===== config.mk =====
export PLATFORM = sky130hd
export DESIGN_NAME = pp_accum_sched
export DESIGN_NICKNAME = d
export VERILOG_FILES = /design/src/rtl/pp_accum_pkg.sv /design/src/rtl/pp_shift_sum5.sv /design/src/rtl/pp_accum_sched.sv
export SDC_FILE = /design/constraint.sdc
export NUM_CORES = 2
export LEC_CHECK = 0
export ABC_CLOCK_PERIOD_IN_PS = 9200
export CORE_MARGIN = 4
export CORE_UTILIZATION = 54
export CTS_CLUSTER_DIAMETER = 150
export DETAILED_ROUTE_END_ITERATION = 6
export GPL_TIMING_DRIVEN = 0
export PLACE_DENSITY = 0.76
export SLEW_MARGIN = 25
export SYNTH_ARGS = -nofsm -noshare
export SYNTH_HDL_FRONTEND = slang
export SYNTH_SLANG_ARGS = --single-unit

===== constraint.sdc =====
create_clock -name clk -period 9.2 [get_ports clk]
set_input_delay 0.92 -clock clk [delete_from_list [all_inputs] [get_ports clk]]
set_output_delay 0.92 -clock clk [all_outputs]
set_load 0.1 [all_outputs]

===== src/rtl/pp_accum_pkg.sv =====
// Shared constants and types for the partial-product accumulation sequencer.
package pp_accum_pkg;

    localparam int PP_SIZE  = 45;
    localparam int PP_RADIX = 108;
    localparam int PP_N_PP  = 24;
    localparam int PP_GROUP = 5;

    localparam logic [2:0] GRP_LAST = 3'd4;

    // Left-shift applied to each partial product before it joins the sum.
    localparam int SHIFT_TAB [PP_N_PP] = '{
          0,  18,  36,  54,  72,  90,
         27,  45,  63,  81,  99, 117,
         54,  72,  90, 108, 126, 144,
         81,  99, 117, 135, 153, 171
    };

    localparam logic [0:0] ST_ACC  = 1'b0;
    localparam logic [0:0] ST_DONE = 1'b1;

    typedef enum logic [0:0] {
        ACC  = ST_ACC,
        DONE = ST_DONE
    } state_t;

endpackage


===== src/rtl/pp_shift_sum5.sv =====
// Combinational shift-and-add of one beat of partial products onto the accumulator.
module pp_shift_sum5
    import pp_accum_pkg::*;
#(
    parameter int SIZE  = PP_SIZE,
    parameter int RADIX = PP_RADIX,
    parameter int N_PP  = PP_N_PP,
    parameter int GROUP = PP_GROUP
) (
    input  logic [2:0]            grp,
    input  logic [GROUP*SIZE-1:0] lanes,
    input  logic [2*RADIX-1:0]    acc_in,
    output logic [2*RADIX-1:0]    sum
);

    localparam int W = 2 * RADIX;

    logic [SIZE-1:0] lane_val [GROUP];
    logic [4:0]      pp_idx   [GROUP];
    logic [W-1:0]    term     [GROUP];

    // Align each lane to its weight; the last group has one lane fewer, so its top lane is zeroed.
    always_comb begin
        for (int k = 0; k < GROUP; k++) begin
            lane_val[k] = lanes[k*SIZE +: SIZE];
            pp_idx[k]   = 5'(int'(grp) * GROUP + k);
            term[k]     = '0;
            if (!((grp == GRP_LAST) && (k == GROUP - 1)) && (int'(pp_idx[k]) < N_PP)) begin
                term[k] = W'(lane_val[k]) << SHIFT_TAB[pp_idx[k]];
            end
        end
    end

    // Single wide add of the accumulator and all aligned lanes; overflow past the top bit wraps.
    always_comb begin
        sum = acc_in;
        for (int k = 0; k < GROUP; k++) begin
            sum = sum + term[k];
        end
    end

endmodule


===== src/rtl/pp_accum_sched.sv =====
// Time-shared accumulator that folds 24 partial products into a 216-bit product over five beats.
module pp_accum_sched
    import pp_accum_pkg::*;
#(
    parameter int SIZE  = PP_SIZE,
    parameter int RADIX = PP_RADIX,
    parameter int N_PP  = PP_N_PP,
    parameter int GROUP = PP_GROUP
) (
    input  logic                  clk,
    input  logic                  rst_n,
    input  logic                  clear,
    input  logic                  in_valid,
    output logic                  in_ready,
    input  logic [GROUP*SIZE-1:0] in_pp,
    output logic [2*RADIX-1:0]    res,
    output logic                  res_valid,
    input  logic                  res_ready,
    output logic                  busy
);

    localparam int W = 2 * RADIX;

    state_t       state;
    logic [2:0]   grp;
    logic [W-1:0] acc;
    logic [W-1:0] acc_base;
    logic [W-1:0] acc_next;

    // The first beat of a product starts from zero, so a finished result never needs an explicit clear cycle.
    always_comb begin
        acc_base = (grp == 3'd0) ? '0 : acc;
    end

    pp_shift_sum5 #(
        .SIZE  (SIZE),
        .RADIX (RADIX),
        .N_PP  (N_PP),
        .GROUP (GROUP)
    ) u_sum (
        .grp    (grp),
        .lanes  (in_pp),
        .acc_in (acc_base),
        .sum    (acc_next)
    );

    // Sequencer: accept beats in ACC, present the product in DONE until the consumer takes it.
    always_ff @(posedge clk or negedge rst_n) begin
        if (!rst_n) begin
            state <= ACC;
            grp   <= 3'd0;
            acc   <= '0;
        end else if (clear) begin
            state <= ACC;
            grp   <= 3'd0;
            acc   <= '0;
        end else begin
            case (state)
                ACC: begin
                    if (in_valid) begin
                        acc <= acc_next;
                        if (grp == GRP_LAST) begin
                            grp   <= 3'd0;
                            state <= DONE;
                        end else begin
                            grp <= grp + 3'd1;
                        end
                    end
                end
                DONE: begin
                    if (res_ready) begin
                        state <= ACC;
                    end
                end
                default: begin
                    state <= ACC;
                    grp   <= 3'd0;
                end
            endcase
        end
    end

    // Handshake and status outputs decode directly from the registered state.
    always_comb begin
        in_ready  = (state == ACC);
        res_valid = (state == DONE);
        res       = acc;
        busy      = ((state == ACC) && (grp != 3'd0)) || (state == DONE);
    end

endmodule


==> flow_summary.toml, run 1 <==
[die]
initial_core_util_pct = 54.4
die_h_um = 375
ios = 449
placementRows = 134
die_w_um = 375

[yosys]
synth_top_area_share_pct = 23.7
syn_area_per_cell_um2 = 7.41
synth.area.top_cells = "fa_1 24%, mux2i_1 10%, dfrtp_1 7.6%"
synthesis.yosys.warnings = 0
synth_area_leader_cell = "fa_1"
ys_ff_latch = 220
synth-xor-area-share_pct = 2.96
synth_mux_area_share_pct = 11.8
synth.most_common_cell = "nand2_1"
synthArstFlopShare_pct = 100
synthAdderAreaFrac_pct = 27.7
netlist_area_mm2 = 0.0725
ys_seq_area_share_pct = 7.59
synth_cell_types = 103
synth_top_cells_by_count = "1195 x nand2_1, 1106 x inv_1, 1040 x nor2_1"
ys.flop_type = "dfrtp_1"
synth-simple-area-share_pct = 20.6
synth-compound-area-share_pct = 20.2
synth-edff-count = 0
synth_top_family_by_area = "adder cells"
postSynthCellCount = 9796

[global_route]
grt_pass1_wl_mm = 871
grt-ovfl-total = 906
grtUsageTotal_pct = 85.6
grt_pass1_vias = 106000
grt_max_degree = 74

[run_status]
status = "aborted with a tool error"
error = "[ERROR GRT-0116] Global routing finished with congestion. Check the congestion regions in the DRC Viewer."
lastStage = "global routing"

[clock_tree]
root_buffer = "clkbuf_16"
clock_sinks = 220
cts-buffers-inserted = 29
ctsHoldBuffers = 0
clockBufferDepth = 3
htree_levels = 1

[placed_design]
finalWeightedCongestion = 1.46
port_buffers = 448
place_hpwl_mm = 418
[routing by layer]
metal | global-route usage, % | overflow
met1 | 86.9 | 62
met2 | 95.7 | 456
met4 | 81.0 | 299
met5 | 50.0 | 9
met3 | 77.7 | 80
[repair_timing]
| action | 4_1_cts |
|---|---|
| endpoints found under the hold margin | 0 |
| pin swaps | 367 |
| setup buffers | 427 |
| setup endpoints to repair | 203 |
| cloned | 5 |
| gates resized for setup | 2497 |
[logic make-up after synthesis]
family	count (synthesis)
AO/OA/AOI/OAI	2396
multiplexers	828
buffers and inverters	1719
XOR/XNOR	230
flip-flops	220
other	2
AND/OR/NAND/NOR	3310
adder cells (fa/ha/maj)	1091
[metrics by stage]
stage	setup WS (ps)	std cells	hold WS, ps	instance area [um^2]
floorplan	150	9830	624	72700
global placement	-5010	12000	501	79400
detailed placement	-4520	12100	501	80800
CTS	-227	12500	126	96300
==> run 2: changes to the inputs <==
--- a/config.mk
+++ b/config.mk
@@ -5,13 +5,12 @@
 export SDC_FILE = /design/constraint.sdc
 export NUM_CORES = 2
 export LEC_CHECK = 0
-export ABC_CLOCK_PERIOD_IN_PS = 9200
+export ABC_CLOCK_PERIOD_IN_PS = 12000
 export CORE_MARGIN = 4
-export CORE_UTILIZATION = 54
-export CTS_CLUSTER_DIAMETER = 150
+export CORE_UTILIZATION = 39
 export DETAILED_ROUTE_END_ITERATION = 6
 export GPL_TIMING_DRIVEN = 0
-export PLACE_DENSITY = 0.76
+export PLACE_DENSITY_LB_ADDON = 0.15
 export SLEW_MARGIN = 25
 export SYNTH_ARGS = -nofsm -noshare
 export SYNTH_HDL_FRONTEND = slang
==> constraint.sdc (replaced) <==
create_clock -name clk -period 12 [get_ports clk]
set_input_delay 1.2 -clock clk [delete_from_list [all_inputs] [get_ports clk]]
set_output_delay 1.2 -clock clk [all_outputs]
set_load 0.1 [all_outputs]
==> flow_summary.toml, run 2 <==
[run_status]
status = "complete, but fails checks"
violations = "DRC, setup timing"

[routing]
drtPass1Iterations = 7
drtIter0Drc = 15800
antenna_left = 0
drc = 170
wire_per_inst_um = 45.1
viasPerCell = 6.89
totalWireLength_mm = 589
num_vias = 89900

[yosys]
synth-simple-area-share_pct = 20.6
synth_top_area_share_pct = 23.7
syn_area_per_cell_um2 = 7.41
synth.most_common_cell = "nand2_1"
ys_seq_area_share_pct = 7.59
synth_cell_types = 103
ys_ff_latch = 220
synth-edff-count = 0
synth-xor-area-share_pct = 2.96
synthArstFlopShare_pct = 100
postSynthCellCount = 9796
netlist_area_mm2 = 0.0725
synth_top_family_by_area = "adder cells"
synth.area.top_cells = "fa_1 24%, mux2i_1 10%, dfrtp_1 7.6%"
synth_top_cells_by_count = "1195 x nand2_1, 1106 x inv_1, 1040 x nor2_1"
synthesis.yosys.warnings = 0
synth_area_leader_cell = "fa_1"
synth-compound-area-share_pct = 20.2
synth_mux_area_share_pct = 11.8
synthAdderAreaFrac_pct = 27.7
ys.flop_type = "dfrtp_1"

[layout]
fin_cells = 13000
largest_reg_flops = 216
nets = 11700
final_common_cell = "nand2_1"
drive_gt1_share_pct = 9.56
nFillCells = 18900
multiInputGateArea_mm2 = 0.0635
regArea_mm2 = 0.00551
final_cell_mix = "1187 x nand2_1, 1106 x inv_1, 966 x nor2_1, 857 x fa_1, 657 x mux2i_1"
area_growth_pct = 18.9

[placed_design]
finalWeightedCongestion = 1.29
place_hpwl_mm = 501
dp_cells = 12800
port_buffers = 448

[die]
die_h_um = 439
die_area_mm2 = 0.193
placementRows = 158
die_w_um = 439
ios = 449
initial_core_util_pct = 39.2
core_mm2 = 0.185

[setup_path]
cp.required_ps = 12550
reg2reg_from = "grp[0]$_DFFE_PN0P_"
worst-r2r-setup-slack_ps = -650
max_stage_delay_ps = 1060
critPathBufInv = 11
crit_family = "simple AND/OR/NAND/NOR gates"
critPathLaunchType = "flop"
critical_path_class = "flop to flop"
worstSetupEndpointType = "flop"
r2r-end = "res[169]$_DFFE_PN0P_"
arrival_ps = 13210
cp_max_fo = 10
crit_top_cell = "buf_4"
slowest_stage = "nor2_1"
reg2reg_depth = 38

[global_route]
grt_pass1_wl_mm = 760
grt-ovfl-total = 0
grt_max_degree = 93
grtUsageTotal_pct = 58.7
grt_pass1_vias = 83000
antenna_found_initial = 115

[flow_run]
drv_cap = 0

[timing]
finalMaxSlewViolations = 0
setup_ws_ps = -651
slew_headroom_pct = 3.95
tightest_slew_ps = 1440
fin_setup_tns_ps = -11080
fmax_mhz = 79.0
period_share_pct = 105
rsz0062_at_grt = "true"
hold_slack_ps = 472
final_hold_viol_count = 0
period_needed_ps = 12650
finalSetupViolCount = 53
fin_skew_ps = 64.1

[pwr]
peakVddDrop_uv = 438
power.density_mw_per_mm2 = 372
cellLeakagePower_nw = 38.7

[clock_tree]
htree_levels = 1
clk-insertion-delay-late_ps = 750
clockBufferDepth = 3
cts_tree = "yes"
clock_sinks = 220
root_buffer = "clkbuf_16"
cts-buffers-inserted = 31
clk_pin_slew_worst_paths_ps = 70

[hold_path]
hold_class = "primary input to async pin"
## run 2: cell families (layout without fill, tap and decap cells)
kind of cell	Yosys count	count (layout)
adders and majority gates	1091	1091
and+or+nand+nor	3310	3310
xor gates and xnor gates	230	230
DFF	220	220
AOI/OAI and AO/OA	2396	2396
buffers and inverters	1719	2334
other	2	158
muxes	828	828
## run 2: per-stage QoR
stage	setup slack, ps	utilization (%)	cell area, um^2	power [mW]
6_report	-651	46.6	86300	32.1
5_1_grt	-495	46.5	86100	32.7
4_1_cts	0.691	45.5	84300	29.4
3_5_place_dp	-2150	44.3	82100	27.9
3_3_place_gp	-3330	43.3	80300	27.5
2_1_floorplan	2950	-	72700	17.3
## run 2: area by class of cell
class,count,area share [%]
multi-input combinational,7891,73.7
clock buffer,38,0.964
timing repair buffer,568,7.04
antenna,122,0.354
clock inverter,16,0.186
sequential,220,6.38
inverter,1108,4.82
tap,2480,3.60
buffer,604,3.00
## run 2: power breakdown
group          switching [mW]  internal [mW]
Sequential              0.352          0.943
Clock                   0.459          0.532
Combinational            21.1           8.64
Total                    21.9           10.1
## run 2: worst max-delay path by stage
stage | cells after the start | start | slack (ps) | end
after floorplan | 39 | grp[2]$_DFFE_PN0P_ | 2950 | res[211]$_DFFE_PN0P_
after global placement | 36 | grp[0]$_DFFE_PN0P_ | -3330 | res[215]$_DFFE_PN0P_
after detailed placement | 38 | grp[0]$_DFFE_PN0P_ | -2150 | res[182]$_DFFE_PN0P_
after CTS | 37 | grp[0]$_DFFE_PN0P_ | 0.7 | res[193]$_DFFE_PN0P_
after global routing | 40 | grp[0]$_DFFE_PN0P_ | -490 | res[193]$_DFFE_PN0P_
final | 38 | grp[0]$_DFFE_PN0P_ | -650 | res[169]$_DFFE_PN0P_
## run 2: worst reg2reg max path, delay by kind of cell, from the launching register on
kind / cells / cell delay (ps)
XOR/XNOR: 1 / 190
adder cells (fa/ha/maj): 5 / 2420
flip-flops: 1 / 550
AO/OA/AOI/OAI: 8 / 2460
multiplexers: 3 / 830
buffers and inverters: 11 / 2440
AND/OR/NAND/NOR: 10 / 3580
## run 2: per-layer routing
metal | global-route usage, % | up-vias | part of all wire (%)
met5 | 7.41 | - | 0.49
met4 | 49.2 | 85 | 11
met3 | 36.2 | 2286 | 17
met2 | 73.7 | 8944 | 35
met1 | 68.6 | 44300 | 35
li1 | - | 34300 | -
## run 2: what timing repair did
item                       CTS  global route
pin swaps                    7            20
resized for setup          251           321
setup endpoints to repair  137            91
buffers inserted            15            29
hold buffers                 0             0
(Power assumes the default switching activity.)
